$ cat src/rtl/fpu_mul_pipe.sv
// fpu_mul_pipe: three-stage IEEE-754 multiplier with RNE rounding, flush-to-zero and exception flags
module fpu_mul_pipe #(
  parameter int EXP_W = 8,
  parameter int MAN_W = 23
) (
  input  logic                   clk,
  input  logic                   rst,
  input  logic                   in_valid,
  output logic                   in_ready,
  input  logic [EXP_W+MAN_W:0]   in_a,
  input  logic [EXP_W+MAN_W:0]   in_b,
  output logic                   out_valid,
  input  logic                   out_ready,
  output logic [EXP_W+MAN_W:0]   out_result,
  output logic [4:0]             out_flags
);
  localparam int W = 1 + EXP_W + MAN_W;
  localparam int EW = EXP_W + 2;
  localparam int PW = 2 * MAN_W + 2;
  localparam logic [EW-1:0] BIAS = EW'((1 << (EXP_W - 1)) - 1);
  localparam logic [EW-1:0] EMAX = EW'((1 << EXP_W) - 1);
  localparam logic [W-1:0] QNAN = {1'b0, {EXP_W{1'b1}}, 1'b1, {(MAN_W - 1){1'b0}}};
  typedef struct packed {
    logic             v;
    logic             s;
    logic             sp;
    logic [W-1:0]     spr;
    logic [4:0]       spf;
    logic [EW-1:0]    e;
    logic [MAN_W:0]   ma;
    logic [MAN_W:0]   mb;
  } st1_t;
  typedef struct packed {
    logic             v;
    logic             s;
    logic             sp;
    logic [W-1:0]     spr;
    logic [4:0]       spf;
    logic [EW-1:0]    e;
    logic [PW-1:0]    p;
  } st2_t;
  typedef struct packed {
    logic             v;
    logic [W-1:0]     res;
    logic [4:0]       flg;
  } st3_t;
  st1_t s1_d, s1_q;
  st2_t s2_d, s2_q;
  st3_t s3_d, s3_q;
  logic adv;
  logic [EXP_W-1:0] ea, eb;
  logic [MAN_W-1:0] fa, fb;
  logic sg, nan_a, nan_b, inf_a, inf_b, zero_a, zero_b, inv0;
  logic [PW-1:0] pn;
  logic [MAN_W:0] mant;
  logic [MAN_W+1:0] mr;
  logic [MAN_W-1:0] frac;
  logic [EW-1:0] en, ef;
  logic g, r, st, up, cy, ovf, unf;
  assign adv = !(s3_q.v && !out_ready);
  assign in_ready = adv;
  assign out_valid = s3_q.v;
  assign out_result = s3_q.res;
  assign out_flags = s3_q.flg;
  always_comb begin
    ea = in_a[W-2:MAN_W];
    eb = in_b[W-2:MAN_W];
    fa = in_a[MAN_W-1:0];
    fb = in_b[MAN_W-1:0];
    sg = in_a[W-1] ^ in_b[W-1];
    nan_a = (&ea) && (|fa);
    nan_b = (&eb) && (|fb);
    inf_a = (&ea) && !(|fa);
    inf_b = (&eb) && !(|fb);
    zero_a = ~|ea;
    zero_b = ~|eb;
    inv0 = (inf_a && zero_b) || (zero_a && inf_b);
    s1_d = s1_q;
    if (adv) begin
      s1_d.v = in_valid;
      s1_d.s = sg;
      s1_d.sp = nan_a || nan_b || inf_a || inf_b || zero_a || zero_b;
      s1_d.spr = (nan_a || nan_b || inv0) ? QNAN :
                 (inf_a || inf_b) ? {sg, {EXP_W{1'b1}}, {MAN_W{1'b0}}} : {sg, {(W - 1){1'b0}}};
      s1_d.spf = {(nan_a && !fa[MAN_W-1]) || (nan_b && !fb[MAN_W-1]) || inv0, 4'b0};
      s1_d.e = {2'b0, ea} + {2'b0, eb} - BIAS;
      s1_d.ma = {1'b1, fa};
      s1_d.mb = {1'b1, fb};
    end
  end
  always_comb begin
    s2_d = s2_q;
    if (adv) begin
      s2_d.v = s1_q.v;
      s2_d.s = s1_q.s;
      s2_d.sp = s1_q.sp;
      s2_d.spr = s1_q.spr;
      s2_d.spf = s1_q.spf;
      s2_d.e = s1_q.e;
      s2_d.p = PW'(s1_q.ma) * PW'(s1_q.mb);
    end
  end
  always_comb begin
    pn = s2_q.p[PW-1] ? s2_q.p : s2_q.p << 1;
    en = s2_q.e + EW'(s2_q.p[PW-1]);
    mant = pn[PW-1:MAN_W+1];
    g = pn[MAN_W];
    r = pn[MAN_W-1];
    st = |pn[MAN_W-2:0];
    up = g && (r || st || mant[0]);
    mr = {1'b0, mant} + (MAN_W + 2)'(up);
    cy = mr[MAN_W+1];
    frac = cy ? mr[MAN_W:1] : mr[MAN_W-1:0];
    ef = en + EW'(cy);
    ovf = !ef[EW-1] && ef >= EMAX;
    unf = ef[EW-1] || ef == '0;
    s3_d = s3_q;
    if (adv) begin
      s3_d.v = s2_q.v;
      s3_d.res = s2_q.sp ? s2_q.spr :
                 ovf ? {s2_q.s, {EXP_W{1'b1}}, {MAN_W{1'b0}}} :
                 unf ? {s2_q.s, {(W - 1){1'b0}}} : {s2_q.s, ef[EXP_W-1:0], frac};
      s3_d.flg = s2_q.sp ? s2_q.spf : ovf ? 5'b00101 : unf ? 5'b00011 : {4'b0, g | r | st};
    end
  end
  always_ff @(posedge clk) begin
    if (rst) begin
      s1_q <= '0;
      s2_q <= '0;
      s3_q <= '0;
    end else begin
      s1_q <= s1_d;
      s2_q <= s2_d;
      s3_q <= s3_d;
    end
  end
endmodule
$ cat config.mk
export PLATFORM = sky130hd
export DESIGN_NAME = fpu_mul_pipe
export DESIGN_NICKNAME = d
export VERILOG_FILES = /design/src/rtl/fpu_mul_pipe.sv
export SDC_FILE = /design/constraint.sdc
export NUM_CORES = 2
export LEC_CHECK = 0
export ABC_AREA = 1
export BUFFER_PORTS_ARGS = -buffer_cell sky130_fd_sc_hd__buf_2
export CAP_MARGIN = 20
export CORE_MARGIN = 4
export CORE_UTILIZATION = 60
export CTS_CLUSTER_SIZE = 30
export DETAILED_ROUTE_END_ITERATION = 8
export PLACE_DENSITY = 0.78
export SYNTH_ARGS = -nofsm -noshare
export SYNTH_HDL_FRONTEND = slang
export SYNTH_SLANG_ARGS = --single-unit
$ cat constraint.sdc
create_clock -name clk -period 7.7 [get_ports clk]
set_clock_uncertainty 0.2 [all_clocks]
set_input_delay 1.54 -clock clk [delete_from_list [all_inputs] [get_ports clk]]
set_output_delay 1.54 -clock clk [all_outputs]
set_load 0.01 [all_outputs]
[After elaboration in Yosys (flattened, before gate mapping)]
Index checks and enable logic that the tools add are counted.
Widths: inputs -> output; s select.
Storage, ports and cells
  bits in registers: 226
  bits in latches: 0
  bits in writable memories: 0
  memory bits (read-only): 0
  input port bits: 68
  output and inout port bits: 39
  logic and storage cells: 79
  memories kept: 0
Cells by class
  add/subtract/negate cells: 5
  $mul: 1
  divide/modulo/power cells: 0
  magnitude comparators: 1
  eq/ne operators: 0
  shift operators: 0
  multiplexer cells: 10
  bitwise operators: 3
  reduce and logical (&&, ||, !) cells: 41
Operators by type and width (count)
  $mux 31: 3
  $mux 32: 2
  $mul 24x24->48: 1
  $mux 48: 1
  $reduce_or 23->1: 2
  $add 24x1->25: 1
  $mux 23: 1
  $reduce_or 22->1: 1
  $add 10x1->10: 2
  $reduce_and 8->1: 2
  $reduce_or 8->1: 2
  $logic_or 1x1->1: 13
  $logic_and 1x1->1: 11
  $ge 10x8->1 const B: 1
  $logic_not 10->1: 1
  $sub 9x7->10 const B: 1
  $add 8x8->9: 1
  $logic_not 1->1: 9
  $mux 5: 1
  $mux 3: 1
  $mux 2: 1
  $or 1x1->1: 2
  $xor 1x1->1: 1

[Depth between registers and ports, before layout]
  depth in word-level cells: 12
  gate-level depth with buffers: 32
  mapped depth without buffers: 30

[Worst setup path before layout]
Ideal clock, no wire load.
  kind: register to register
  start point: register s1_q[37] (netlist name)
  end point: register s2_q[29] (netlist name)
  library setup time: 109 ps
  arrival time: 6091 ps
  required time: 7391 ps
  path slack: 1301 ps
  stages on the path, launching flop included: 30
  buffers on the path: 2
  clock period less this slack: 6399 ps
  cell sequence: dfxtp_1 > clkbuf_1 > clkbuf_1 > nand2_1 > fa_1 > inv_1 > fa_1 > inv_1 > fa_1 > inv_1 > fa_1 > inv_1 > fa_1 > inv_1 > fa_1 > inv_1 > fa_1 > inv_1 > ha_1 > nand2_1 > nor2_1 > nand2_1 > o21ai_0 > nand2_1 > nand2_1 > nand2_1 > nand3_1 > nand3_1 > nand2_1 > inv_1
On the way
  longest elaborated chain between the ends: 1
RTL lines
  start, declared: RTL line 47  | st1_t s1_d, s1_q;
  start signal, assigned: RTL line 128  | s1_q <= '0;
  start signal, assigned: RTL line 132  | s1_q <= s1_d;
  $mul 24x24->48: RTL line 100  | s2_d.p = PW'(s1_q.ma) * PW'(s1_q.mb);
  end signal, assigned: RTL line 129  | s2_q <= '0;
  end signal, assigned: RTL line 133  | s2_q <= s2_d;
  end, declared: RTL line 48  | st2_t s2_d, s2_q;
No other way between the ends.
A chain may end at the register's enable or synchronous reset.

[Worst setup path in the final report]
  start point: register s1_q[36] (netlist name)
  end point: register s2_q[25] (netlist name)
Same word-level chain as after synthesis.

==> results.md <==
- Initial Util: 61.1%
- Port-buffer cells: 105
- Synth Net Count: 4728
- Die Wd: 227 µm
- CTS tree: done
- Post-synth cell types: 47
- Mapped Cells: 3985
- Chip height: 227 µm
- Headroom to the max-slew limit: 23.5%
- Synth Register Bits: 166
- Clk_lat worst skew: 0.47 ns
- Mapped cell area: 28600 µm²
- Largest family of logic cells by synthesized area: adder cells
- FF/Latch Area: 3320 µm²
- Final ANT Viol Nets: 0
- Routed vias/inst: 5.36
- DRC: 0
- CTS max path bufs: 2
- Worst slew pin tran: 1.15 ns
- Setup TNS: 0 ns
- Mux share of post-synthesis cell area: 0%
- WS Path Type: register to register
- Status: finished, final reports clean
- Reg2Reg Depth: 25
- Post-CTS setup buffers: 0
- Post_cts resized: 0
- H-Tree Level Count: 4
- Root buffer cell: clkbuf_16
- Power per cell area: 238 nW/µm²
- FILL cells: 4155
- Area of the multi-input gates: 20400 µm²
- Core area: 46900 µm²
- Gpl congestion: 0.967
- Post-Synth Adder-Cell Area: 42.2%
- MaxCap Viol Count: 0
- Yosys top cell by area: fa_1
- Met1 usage: 44.1%
- Setup WS pre-CTS: 0.578 ns
- Initial DRC count: 2261
- Most common cell after layout, fill and taps aside: inv_1
- Post-synthesis compound-gate area fraction: 8.12%
- Die area: 51300 µm²
- Synth top area cells: fa_1, inv_1, nand2_1
- Via count: 24580
- Layout Nets: 4709
- Largest net degree at the start of global routing: 111
- Final setup margin: 0.448 ns
- Leakage: 17.4 nW
- Placed wire-length estimate: 64300 µm
- Crit path buf inv count: 8
- TritonCTS buffer count: 17
- Top cell by count, worst path: inv_1
- XOR/XNOR Fraction of Synth Area: 0.917%
- Detailed Route WL: 77600 µm
- Vias in the first global route: 24479
- Critical path arrival: 7.42 ns
- Critical Path RT: 7.87 ns
- Final Max Slew Viols: 0
- Hold buffer count at cts: 0
- Most crowded layer after global routing: met2
- CP Capture Type: register
- Synth-to-layout area growth: 5.44%
- CP Launch Type: register
- Synth top area share: 33.8%
- Final setup fails: 0
- WHS Path Cells: 2
- Initial DRT Pass Iterations: 9
- Sequential-to-total area share from yosys stat: 11.6%
- First-pass GRT wire length: 127000 µm
- Predominant post-synthesis flop cell: dfxtp_1
- Stages on worst setup path: 25
- Crit-path leading delay family: adder cells
- Crit-path max cell delay: 0.94 ns
- Layout cells sized above 1: 6.46%
- RSZ-0062 raised after global routing: false
- Asr flop ratio synth: 0%
- Syn Area/Cell: 7.19 µm²
- M3 GR Usage: 7.64%
- Number of synthesized flops with an enable pin: 0
- Period utilisation layout: 94.2%
- Total grt overflow: 0
- Antenna violations before repair: 1
- Warnings from Yosys: 0
- Max IR drop VDD: 0.198 mV
- Simple-Gate Fraction of Synth Area: 20.0%
- Top-level I/O count: 107
- Std-Cell Rows: 79
- Max Freq: 138 MHz
- Worst path slowest cell: dfxtp_1
- Worst-path clk slew: 0.07 ns
- Min Clock Period, post-route: 7.25 ns
- Worst min path class: register to register
- Clock sink count: 166
- All-layer global routing usage: 31.3%
- Wire per inst: 16.9 µm
- Grt met2 use: 48.6%
- Worst-path fanout max: 17
- Most frequent cells in the layout: inv_1, nand2_1, fa_1
- Final number of hold-violating endpoints: 0
metrics by stage:
step           total power (W)  hold WS (ns)  cell area (µm²)  instances  util, %
2_1_floorplan          0.00457         0.230            28600       3985        -
3_3_place_gp           0.00612         0.242            29600       4552     63.1
3_5_place_dp           0.00612         0.251            29600       4552     63.1
4_1_cts                0.00712         0.262            30100       4582     64.3
5_1_grt                0.00791         0.278            30200       4584     64.5
6_report               0.00720         0.264            30200       4585     64.5
sequential cells by signal, summed over array words and instances (netlist names):
register / count
s2_q: 65
s1_q: 64
out_result: 32
out_flags: 4
out_valid: 1
metal layers:
layer	vias up	routed length, µm
li1	11589	-
met1	11755	32300
met2	1103	35000
met3	133	8060
met4	0	2250
met5	-	0
worst paths after layout:
path,start,end,slack (ns)
hold / removal,s2_q[97],s2_q[97],0.26
setup / recovery,s1_q[36],s2_q[25],0.45
setup reg to reg,s1_q[36],s2_q[25],0.45
hold reg to reg,s2_q[97],s2_q[97],0.26
logic make-up after synthesis:
group | after synthesis
xor gates and xnor gates | 30
buffers and inverters | 1289
DFF | 166
adders and majority gates | 675
other | 1
AOI/OAI and AO/OA | 432
and+or+nand+nor | 1392
worst register-to-register path: stages, from the launching register on:
cell	delay, ns
dfxtp_1	0.94
nand2_1	0.19
fa_1	0.54
inv_1	0.05
fa_1	0.47
inv_1	0.05
fa_1	0.53
inv_1	0.05
fa_1	0.49
inv_1	0.05
fa_1	0.53
inv_1	0.07
fa_1	0.49
inv_1	0.05
fa_1	0.47
inv_1	0.04
ha_1	0.32
a21oi_1	0.23
o21ai_0	0.20
a21oi_1	0.20
o21ai_0	0.23
a21oi_1	0.26
xor2_1	0.29
nand2_1	0.09
nand2_1	0.08
inv_1	0.03
cells in the mapped netlist, types with 3 or more instances:
cell type and instances:
inv_1 1079, nand2_1 935, fa_1 484, nor2_1 226
ha_1 191, o21ai_0 188, clkbuf_1 186, dfxtp_1 166
a21oi_1 165, nand3_1 100, nand4_1 43, o21bai_1 27
xor2_1 24, nor3_1 20, nand2_2 15, o21ai_1 15
nor2_2 12, nand3b_1 10, o21ai_2 9, nor4_1 8
buf_1 7, o211ai_1 7, a31oi_1 6, and2_1 6
nor2_4 6, xnor2_1 6, buf_6 4, inv_2 4
or2_2 4, a21boi_0 3, buf_2 3, o21a_1 3
o22ai_1 3
layout make-up:
cell class	instances	share of cell area, %
well taps	607	2.51
multi-input cells	2530	67.6
flip-flops and latches	166	11.0
inverters	1084	13.5
diodes	1	0.00828
clock buffers	17	1.41
repair buffers	167	3.45
clock inverters	13	0.563
where the power goes:
| group | switching (W) | internal (W) |
|---|---|---|
| Sequential | 0.000165 | 0.00101 |
| Combinational | 0.00334 | 0.00175 |
| Clock | 0.000418 | 0.000513 |
| Total | 0.00392 | 0.00328 |
(Power assumes the default switching activity.)
